--- src/rtl/toy_store_buffer_pkg.sv ---
// Shared types and sizes for the store buffer: the store-unit payload,
// the buffer entry wrapper and the widths both sides agree on.
package toy_store_buffer_pkg;

  localparam int ADDR_WIDTH    = 32;
  localparam int DATA_WIDTH    = 32;
  localparam int STRB_WIDTH    = 4;
  localparam int LSID_WIDTH    = 4;
  localparam int INST_ID_WIDTH = 6;
  localparam int SB_DEPTH      = 8;

  // Store request as produced by toy_stu; data and strb are still unshifted.
  typedef struct packed {
    logic [ADDR_WIDTH-1:0]    addr;
    logic [DATA_WIDTH-1:0]    data;
    logic [STRB_WIDTH-1:0]    strb;
    logic [31:0]              inst_pc;
    logic [INST_ID_WIDTH-1:0] inst_id;
    logic [LSID_WIDTH-1:0]    lsid;
    logic                     c_ext;
  } stu_pkg;

  typedef struct packed {
    stu_pkg pld;
  } sb_entry_t;

endpackage

--- src/rtl/toy_sb_align.sv ---
// Byte-lane alignment of a store: word address plus data and strobe moved
// onto the lanes selected by addr[1:0]. Used for drain and overlap checks.
module toy_sb_align
  import toy_store_buffer_pkg::*;
(
  input  logic [ADDR_WIDTH-1:0] addr,
  input  logic [DATA_WIDTH-1:0] data,
  input  logic [STRB_WIDTH-1:0] strb,
  output logic [ADDR_WIDTH-1:0] word_addr,
  output logic [DATA_WIDTH-1:0] lane_data,
  output logic [STRB_WIDTH-1:0] lane_strb
);

  logic [1:0] byte_ofs;

  assign byte_ofs  = addr[1:0];
  assign word_addr = {addr[ADDR_WIDTH-1:2], 2'b00};
  // Bytes shifted past lane 3 are discarded; misaligned stores trap upstream.
  assign lane_data = data << {byte_ofs, 3'b000};
  assign lane_strb = strb << byte_ofs;

endmodule

--- src/rtl/toy_store_buffer.sv ---
// Speculative store buffer: stores are queued, committed in order by the
// retire stage, drained to memory in order, and searched for load overlap.
module toy_store_buffer
  import toy_store_buffer_pkg::*;
#(
  parameter int DEPTH = SB_DEPTH,
  parameter int PTR_W = $clog2(DEPTH)
) (
  input  logic                  clk,
  input  logic                  rst_n,
  input  logic                  s_store_vld,
  input  stu_pkg                s_store_pld,
  output logic                  s_store_rdy,
  input  logic                  commit_vld,
  input  logic                  flush,
  output logic                  m_mem_req_vld,
  input  logic                  m_mem_req_rdy,
  output logic [ADDR_WIDTH-1:0] m_mem_req_addr,
  output logic [DATA_WIDTH-1:0] m_mem_req_data,
  output logic [STRB_WIDTH-1:0] m_mem_req_strb,
  output logic [LSID_WIDTH-1:0] m_mem_req_lsid,
  input  logic [ADDR_WIDTH-1:0] ld_chk_addr,
  input  logic [STRB_WIDTH-1:0] ld_chk_strb,
  output logic                  ld_chk_hit,
  output logic                  sb_empty
);

  localparam logic [PTR_W:0] FULL_CNT = (PTR_W+1)'(DEPTH);

  // Pointers carry one wrap bit above the index so full and empty differ.
  logic [PTR_W:0]   wr_ptr, cmt_ptr, rd_ptr;
  logic [PTR_W:0]   wr_ptr_nxt, cmt_ptr_nxt, rd_ptr_nxt;
  logic [PTR_W:0]   occ_cnt;
  logic [PTR_W-1:0] rd_idx;
  logic             full, wr_en, cmt_en, drain_en;

  sb_entry_t             entries   [DEPTH];
  logic [ADDR_WIDTH-1:0] lane_addr [DEPTH];
  logic [DATA_WIDTH-1:0] lane_data [DEPTH];
  logic [STRB_WIDTH-1:0] lane_strb [DEPTH];
  logic [DEPTH-1:0]      occupied;
  logic [DEPTH-1:0]      overlap;

  assign occ_cnt  = wr_ptr - rd_ptr;
  assign full     = (occ_cnt == FULL_CNT);
  assign sb_empty = (rd_ptr == wr_ptr);
  assign rd_idx   = rd_ptr[PTR_W-1:0];

  assign s_store_rdy   = ~full;
  assign wr_en         = s_store_vld & ~full & ~flush;
  assign cmt_en        = commit_vld & (cmt_ptr != wr_ptr);
  assign m_mem_req_vld = (rd_ptr != cmt_ptr);
  assign drain_en      = m_mem_req_vld & m_mem_req_rdy;

  // NOTE: every always_comb output gets a default first, so no path can infer a latch.
  always_comb begin
    cmt_ptr_nxt = cmt_ptr + {{PTR_W{1'b0}}, cmt_en};
    rd_ptr_nxt  = rd_ptr  + {{PTR_W{1'b0}}, drain_en};
    wr_ptr_nxt  = wr_ptr  + {{PTR_W{1'b0}}, wr_en};
    // Flush rewinds allocation to the commit boundary, including this cycle's commit.
    if (flush) begin
      wr_ptr_nxt = cmt_ptr_nxt;
    end
  end

  // NOTE: sequential state uses non-blocking assignments so all pointers update together.
  always_ff @(posedge clk or negedge rst_n) begin
    if (!rst_n) begin
      wr_ptr  <= '0;
      cmt_ptr <= '0;
      rd_ptr  <= '0;
    end else begin
      wr_ptr  <= wr_ptr_nxt;
      cmt_ptr <= cmt_ptr_nxt;
      rd_ptr  <= rd_ptr_nxt;
    end
  end

  // NOTE: storage is deliberately not reset; an entry is only read once the pointers say it is valid.
  always_ff @(posedge clk) begin
    if (wr_en) begin
      entries[wr_ptr[PTR_W-1:0]].pld <= s_store_pld;
    end
  end

  for (genvar i = 0; i < DEPTH; i++) begin : g_slot
    logic [PTR_W-1:0] slot_ofs;

    toy_sb_align u_align (
      .addr      (entries[i].pld.addr),
      .data      (entries[i].pld.data),
      .strb      (entries[i].pld.strb),
      .word_addr (lane_addr[i]),
      .lane_data (lane_data[i]),
      .lane_strb (lane_strb[i])
    );

    // Slot is live when its distance from the drain head is below the occupancy.
    assign slot_ofs    = PTR_W'(i) - rd_idx;
    assign occupied[i] = ({1'b0, slot_ofs} < occ_cnt);
    assign overlap[i]  = occupied[i]
                       & (lane_addr[i][ADDR_WIDTH-1:2] == ld_chk_addr[ADDR_WIDTH-1:2])
                       & (|(lane_strb[i] & ld_chk_strb));
  end

  assign ld_chk_hit = |overlap;

  assign m_mem_req_addr = lane_addr[rd_idx];
  assign m_mem_req_data = lane_data[rd_idx];
  assign m_mem_req_strb = lane_strb[rd_idx];
  assign m_mem_req_lsid = entries[rd_idx].pld.lsid;

  a_no_write_when_full : assert property (
    @(posedge clk) disable iff (!rst_n) !(s_store_vld && full));

  a_commit_has_entry : assert property (
    @(posedge clk) disable iff (!rst_n) !(commit_vld && (cmt_ptr == wr_ptr)));

endmodule

--- config.mk ---
export PLATFORM = sky130hd
export DESIGN_NAME = toy_store_buffer
export DESIGN_NICKNAME = d
export VERILOG_FILES = /design/src/rtl/toy_store_buffer_pkg.sv /design/src/rtl/toy_sb_align.sv /design/src/rtl/toy_store_buffer.sv
export SDC_FILE = /design/constraint.sdc
export NUM_CORES = 1
export LEC_CHECK = 0
export BUFFER_PORTS_ARGS = -buffer_cell sky130_fd_sc_hd__buf_2
export CAP_MARGIN = 20
export CORE_MARGIN = 2
export CORE_UTILIZATION = 55
export DETAILED_ROUTE_END_ITERATION = 8
export GPL_ROUTABILITY_DRIVEN = 0
export PLACE_DENSITY = 0.78
export REMOVE_ABC_BUFFERS = 1
export SETUP_SLACK_MARGIN = 0.4
export SKIP_LAST_GASP = 1
export SLEW_MARGIN = 20
export SYNTH_ARGS = -nofsm -noshare
export SYNTH_HDL_FRONTEND = slang
export SYNTH_SLANG_ARGS = --single-unit
--- constraint.sdc ---
create_clock -name clk -period 7.95 [get_ports clk]
set_input_delay 1.1925 -clock clk [delete_from_list [all_inputs] [get_ports clk]]
set_output_delay 1.1925 -clock clk [all_outputs]
set_load 0.01 [all_outputs]
==> impl_summary.md <==
Timing
Setup repair after global routing left no endpoint under its margin. The setup-violating endpoint count in the final report is 0. In the final timing run, aggregate negative setup slack is 0 ps. Setup slack closes at 2150 ps.

The minimum hold slack is 418 ps. In the finished design, the share of the clock period the worst path needs comes to 0.729. The final critical delay including setup and external delays is between 5000 and 6000 ps.

Between clock sinks in the finished design, the worst skew comes to approximately 27 ps. The hold violation total from the final report is 0. The max-slew violation count was 0. At the pin with the least slew margin, the transition time is around 1200 ps. Measured against its own limit, the worst slew margin works out to 0.200.

The maximum frequency from static timing analysis is 173 MHz.

Pwr
The share of power burned in the clock network is 0.267. The power per standard cell area is between 300 and 400 nW/um2. The share of total power in sequential cells is 0.385. The internal power is between 6 and 7 mW.

The total net switching power is between 3 and 4 mW. The total chip power is ~10 mW. Of the total power, the share spent switching nets is 0.359.

Of the total power, combinational logic draws 0.348. The leakage component of the power is roughly 11 nW. VDD sags by at most 0.000277 V.

Clocking
The buffer cell driving the clock tree root is sky130_fd_sc_hd__clkbuf_16. TritonCTS built the clock tree. The count of hold-fix buffers inserted at cts is 0. The clock reaches the later pin of the worst-skew pair after 650 ps.

The clock passes through at most 3 buffers. The clock tree synthesis step divided the H-tree into 2 levels. In this run, CTS created clock tree buffers numbering 60. The number of sinks on the clock net is between 500 and 600. Once the clock tree was built, the resizer swapped 0 gates to a different size. The post-CTS setup repair buffer count is 0. The clock transition at the registers of the reported paths is roughly 60 ps.

GRT
The initial antenna violation count came to 16. For this run, the total global-route usage over all layers was measured as 0.313. Global routing finished with a remaining overflow of 0.

The number of global-route vias before repair is approximately 20000. The wire length of the first global-routing pass is 129000 um. Entering global routing, the biggest net connects 80 pins.

Worst setup path
The critical path's top delay family is simple AND/OR/NAND/NOR gates. The kind of start point of the critical path is a flip-flop. The delay of the slowest critical-path stage is around 850 ps. The signal on the critical path passes through inv_2, nand2_1, nor2_2, a221oi_1, o31ai_1, buf_2.

STA puts the critical path data required time at about 6800 ps. The maximum fanout encountered on the critical timing path is 45. The slowest cell on the critical path is sky130_fd_sc_hd__nor2_2. Data arrives at the worst endpoint at between 4000 and 5000 ps. The worst setup path is captured at an output pin.

The number of buffers and inverters on the critical path is 2. The number of cells on the worst reg-to-reg path is 9. Counting buffers and inverters, the worst setup path is 6 cells deep. The kind of critical path is reg -> out.

Route
The average wire per cell in the routed design is 29.1 um. The detailed router's first-iteration violation count is roughly 2800. In this run the remaining antenna-violating nets after routing total 0.

The first-pass iteration count of the detailed router is 6. The final route contains approximately 20000 vias. The final wirelength is about 88000 um.

After detailed routing, the number of vias per cell comes to between 6 and 7. The detailed-route DRC error count is 0.

Final layout
The layout net count is roughly 2400. The area of all placed cells without fillers is roughly 33000 um2. The top cell types in the final layout, fill and taps aside, are 576 x sky130_fd_sc_hd__edfxtp_1, 185 x sky130_fd_sc_hd__buf_2, 172 x sky130_fd_sc_hd__nand2_1.

In the final layout, the share of cells above drive strength 1 is 0.202. Measured on the finished design, the core utilization comes to 0.615. The synthesis-to-finish area growth is 11.1%. Once layout is complete, the cells apart from fillers number approximately 3000.

The most common cell after layout, fill and taps aside is sky130_fd_sc_hd__edfxtp_1.

Flow run
Across the run, the number of max-cap violations was 0.

Placement
Detailed placement finished with a half-perimeter wire length of roughly 56000 um. Counting tap cells, the placed design contains a total of between 2000 and 3000 instances. Once placement finished, the instance area stood at 31000 um2. The worst slack after detailed placement is between 2000 and 3000 ps.

In this run the tool buffered the top-level ports with between 150 and 200 buffer cells.

Synth
For this run, the number of Yosys warnings is 0. The sequential share of the synthesized area is 0.593. The number of different library cells used by synthesis comes to 74. The number of synthesized flops with an enable pin is between 500 and 600. Counting flops and latches in the post-synthesis netlist gives ~590. The synthesized netlist occupies a cell area of ~30000 um2. The count of mapped cells out of synthesis is around 2100. Each instance of the synthesized netlist takes up on average roughly 14 um2.

For this run, asynchronously set or reset flops after synthesis account for 0.0204. For this run, the leading register cell type out of synthesis is sky130_fd_sc_hd__edfxtp_1.

Floorplanning
The initial utilization of the core area, before any placement, comes to 0.554. The site row count is between 80 and 90. The die is around 240 um tall. The die outline area is around 56000 um2.

The width of the chip is 236 um. The count of boundary I/O pins is roughly 230. The core region area is 53600 um2.

Status
The flow ran to the end, and the final reports show no timing, DRC or antenna violations.

Worst hold path
The tightest min-delay check is of the in -> async type.
-- cell usage after synthesis (9+ instances only) --
master	number	area, um2
sky130_fd_sc_hd__a21oi_1	94	470
sky130_fd_sc_hd__o221ai_1	18	158
sky130_fd_sc_hd__o211ai_1	19	143
sky130_fd_sc_hd__a221oi_1	37	324
sky130_fd_sc_hd__ha_1	19	238
sky130_fd_sc_hd__mux2i_1	149	1490
sky130_fd_sc_hd__o31ai_1	9	67.6
sky130_fd_sc_hd__dfrtp_1	12	300
sky130_fd_sc_hd__a211oi_1	58	435
sky130_fd_sc_hd__buf_2	63	315
sky130_fd_sc_hd__nand2_1	172	646
sky130_fd_sc_hd__xor2_1	114	998
sky130_fd_sc_hd__o21ai_0	68	340
sky130_fd_sc_hd__nand4_1	40	250
sky130_fd_sc_hd__buf_4	23	173
sky130_fd_sc_hd__nor2b_1	64	400
sky130_fd_sc_hd__nand3_1	15	75.1
sky130_fd_sc_hd__o22ai_1	24	150
sky130_fd_sc_hd__or3_1	10	62.6
sky130_fd_sc_hd__clkbuf_1	44	165
sky130_fd_sc_hd__xnor2_1	145	1270
sky130_fd_sc_hd__mux4_2	96	2160
sky130_fd_sc_hd__buf_6	16	180
sky130_fd_sc_hd__inv_1	17	63.8
sky130_fd_sc_hd__nor4_1	31	194
sky130_fd_sc_hd__edfxtp_1	576	17300
sky130_fd_sc_hd__mux2_2	12	135
sky130_fd_sc_hd__nor2_1	54	203
-- cell type report --
| class | instances | area (um2) |
|---|---|---|
| multi-input combinational | 1357 | 11200 |
| timing repair buffer | 225 | 1230 |
| sequential | 588 | 17600 |
| tap | 696 | 871 |
| antenna | 10 | 25.0 |
| inverter | 18 | 68.8 |
| clock buffer | 63 | 1510 |
| clock inverter | 50 | 437 |
| fill | 3995 | 20600 |
-- worst reg2reg max path: cells and delay by family, from the launching register on --
kind / cells / cell delay (ps)
xor+xnor: 1 / 210
buf+inv: 2 / 1260
fa+ha+maj: 1 / 690
compound gates: 2 / 580
simple gates: 3 / 1250
flops: 1 / 630
-- cell families after synthesis --
group / Yosys count / share of synthesized area
compound gates: 381 / 0.0862
xor+xnor: 261 / 0.0775
fa+ha+maj: 26 / 0.0108
buf+inv: 172 / 0.0314
flops: 588 / 0.593
mux: 263 / 0.131
other cells: 1 / 0.000126
simple gates: 424 / 0.0704
-- layer usage --
layer / vias to the layer above / track usage / share of wire
met2: 1457 / 0.502 / 0.47
met4: 14 / 0.154 / 0.056
met5: - / 0 / 0.0010
met1: 9959 / 0.396 / 0.35
li1: 8497 / - / -
met3: 284 / 0.0831 / 0.12
-- state kept, by name, summed over array words and instances, names as in the netlist --
name and flops:
entries 576, cmt_ptr 4, rd_ptr 4, wr_ptr 4
-- final timing paths --
kind                            startpoint                end  slack (ps)
worst max-delay path             rd_ptr[0]  m_mem_req_strb[0]        2150
worst min-delay path                 rst_n         cmt_ptr[2]         420
worst max register to register   rd_ptr[2]      entries[4][4]        2930
worst min register to register  cmt_ptr[3]         cmt_ptr[3]         580
max in group asynchronous            rst_n          rd_ptr[0]        7280
min in group clk                cmt_ptr[3]         cmt_ptr[3]         580
-- power by group through the flow --
stage	Sequential [mW]	Combinational (mW)	Clock, mW
5_1_grt	4.06	3.88	2.94
6_report	4.04	3.65	2.81
3_5_place_dp	4.09	3.58	0
4_1_cts	4.03	3.60	2.82
3_3_place_gp	4.07	3.52	0
2_1_floorplan	4.19	2.22	0
Power figures use the tool's default switching activity.
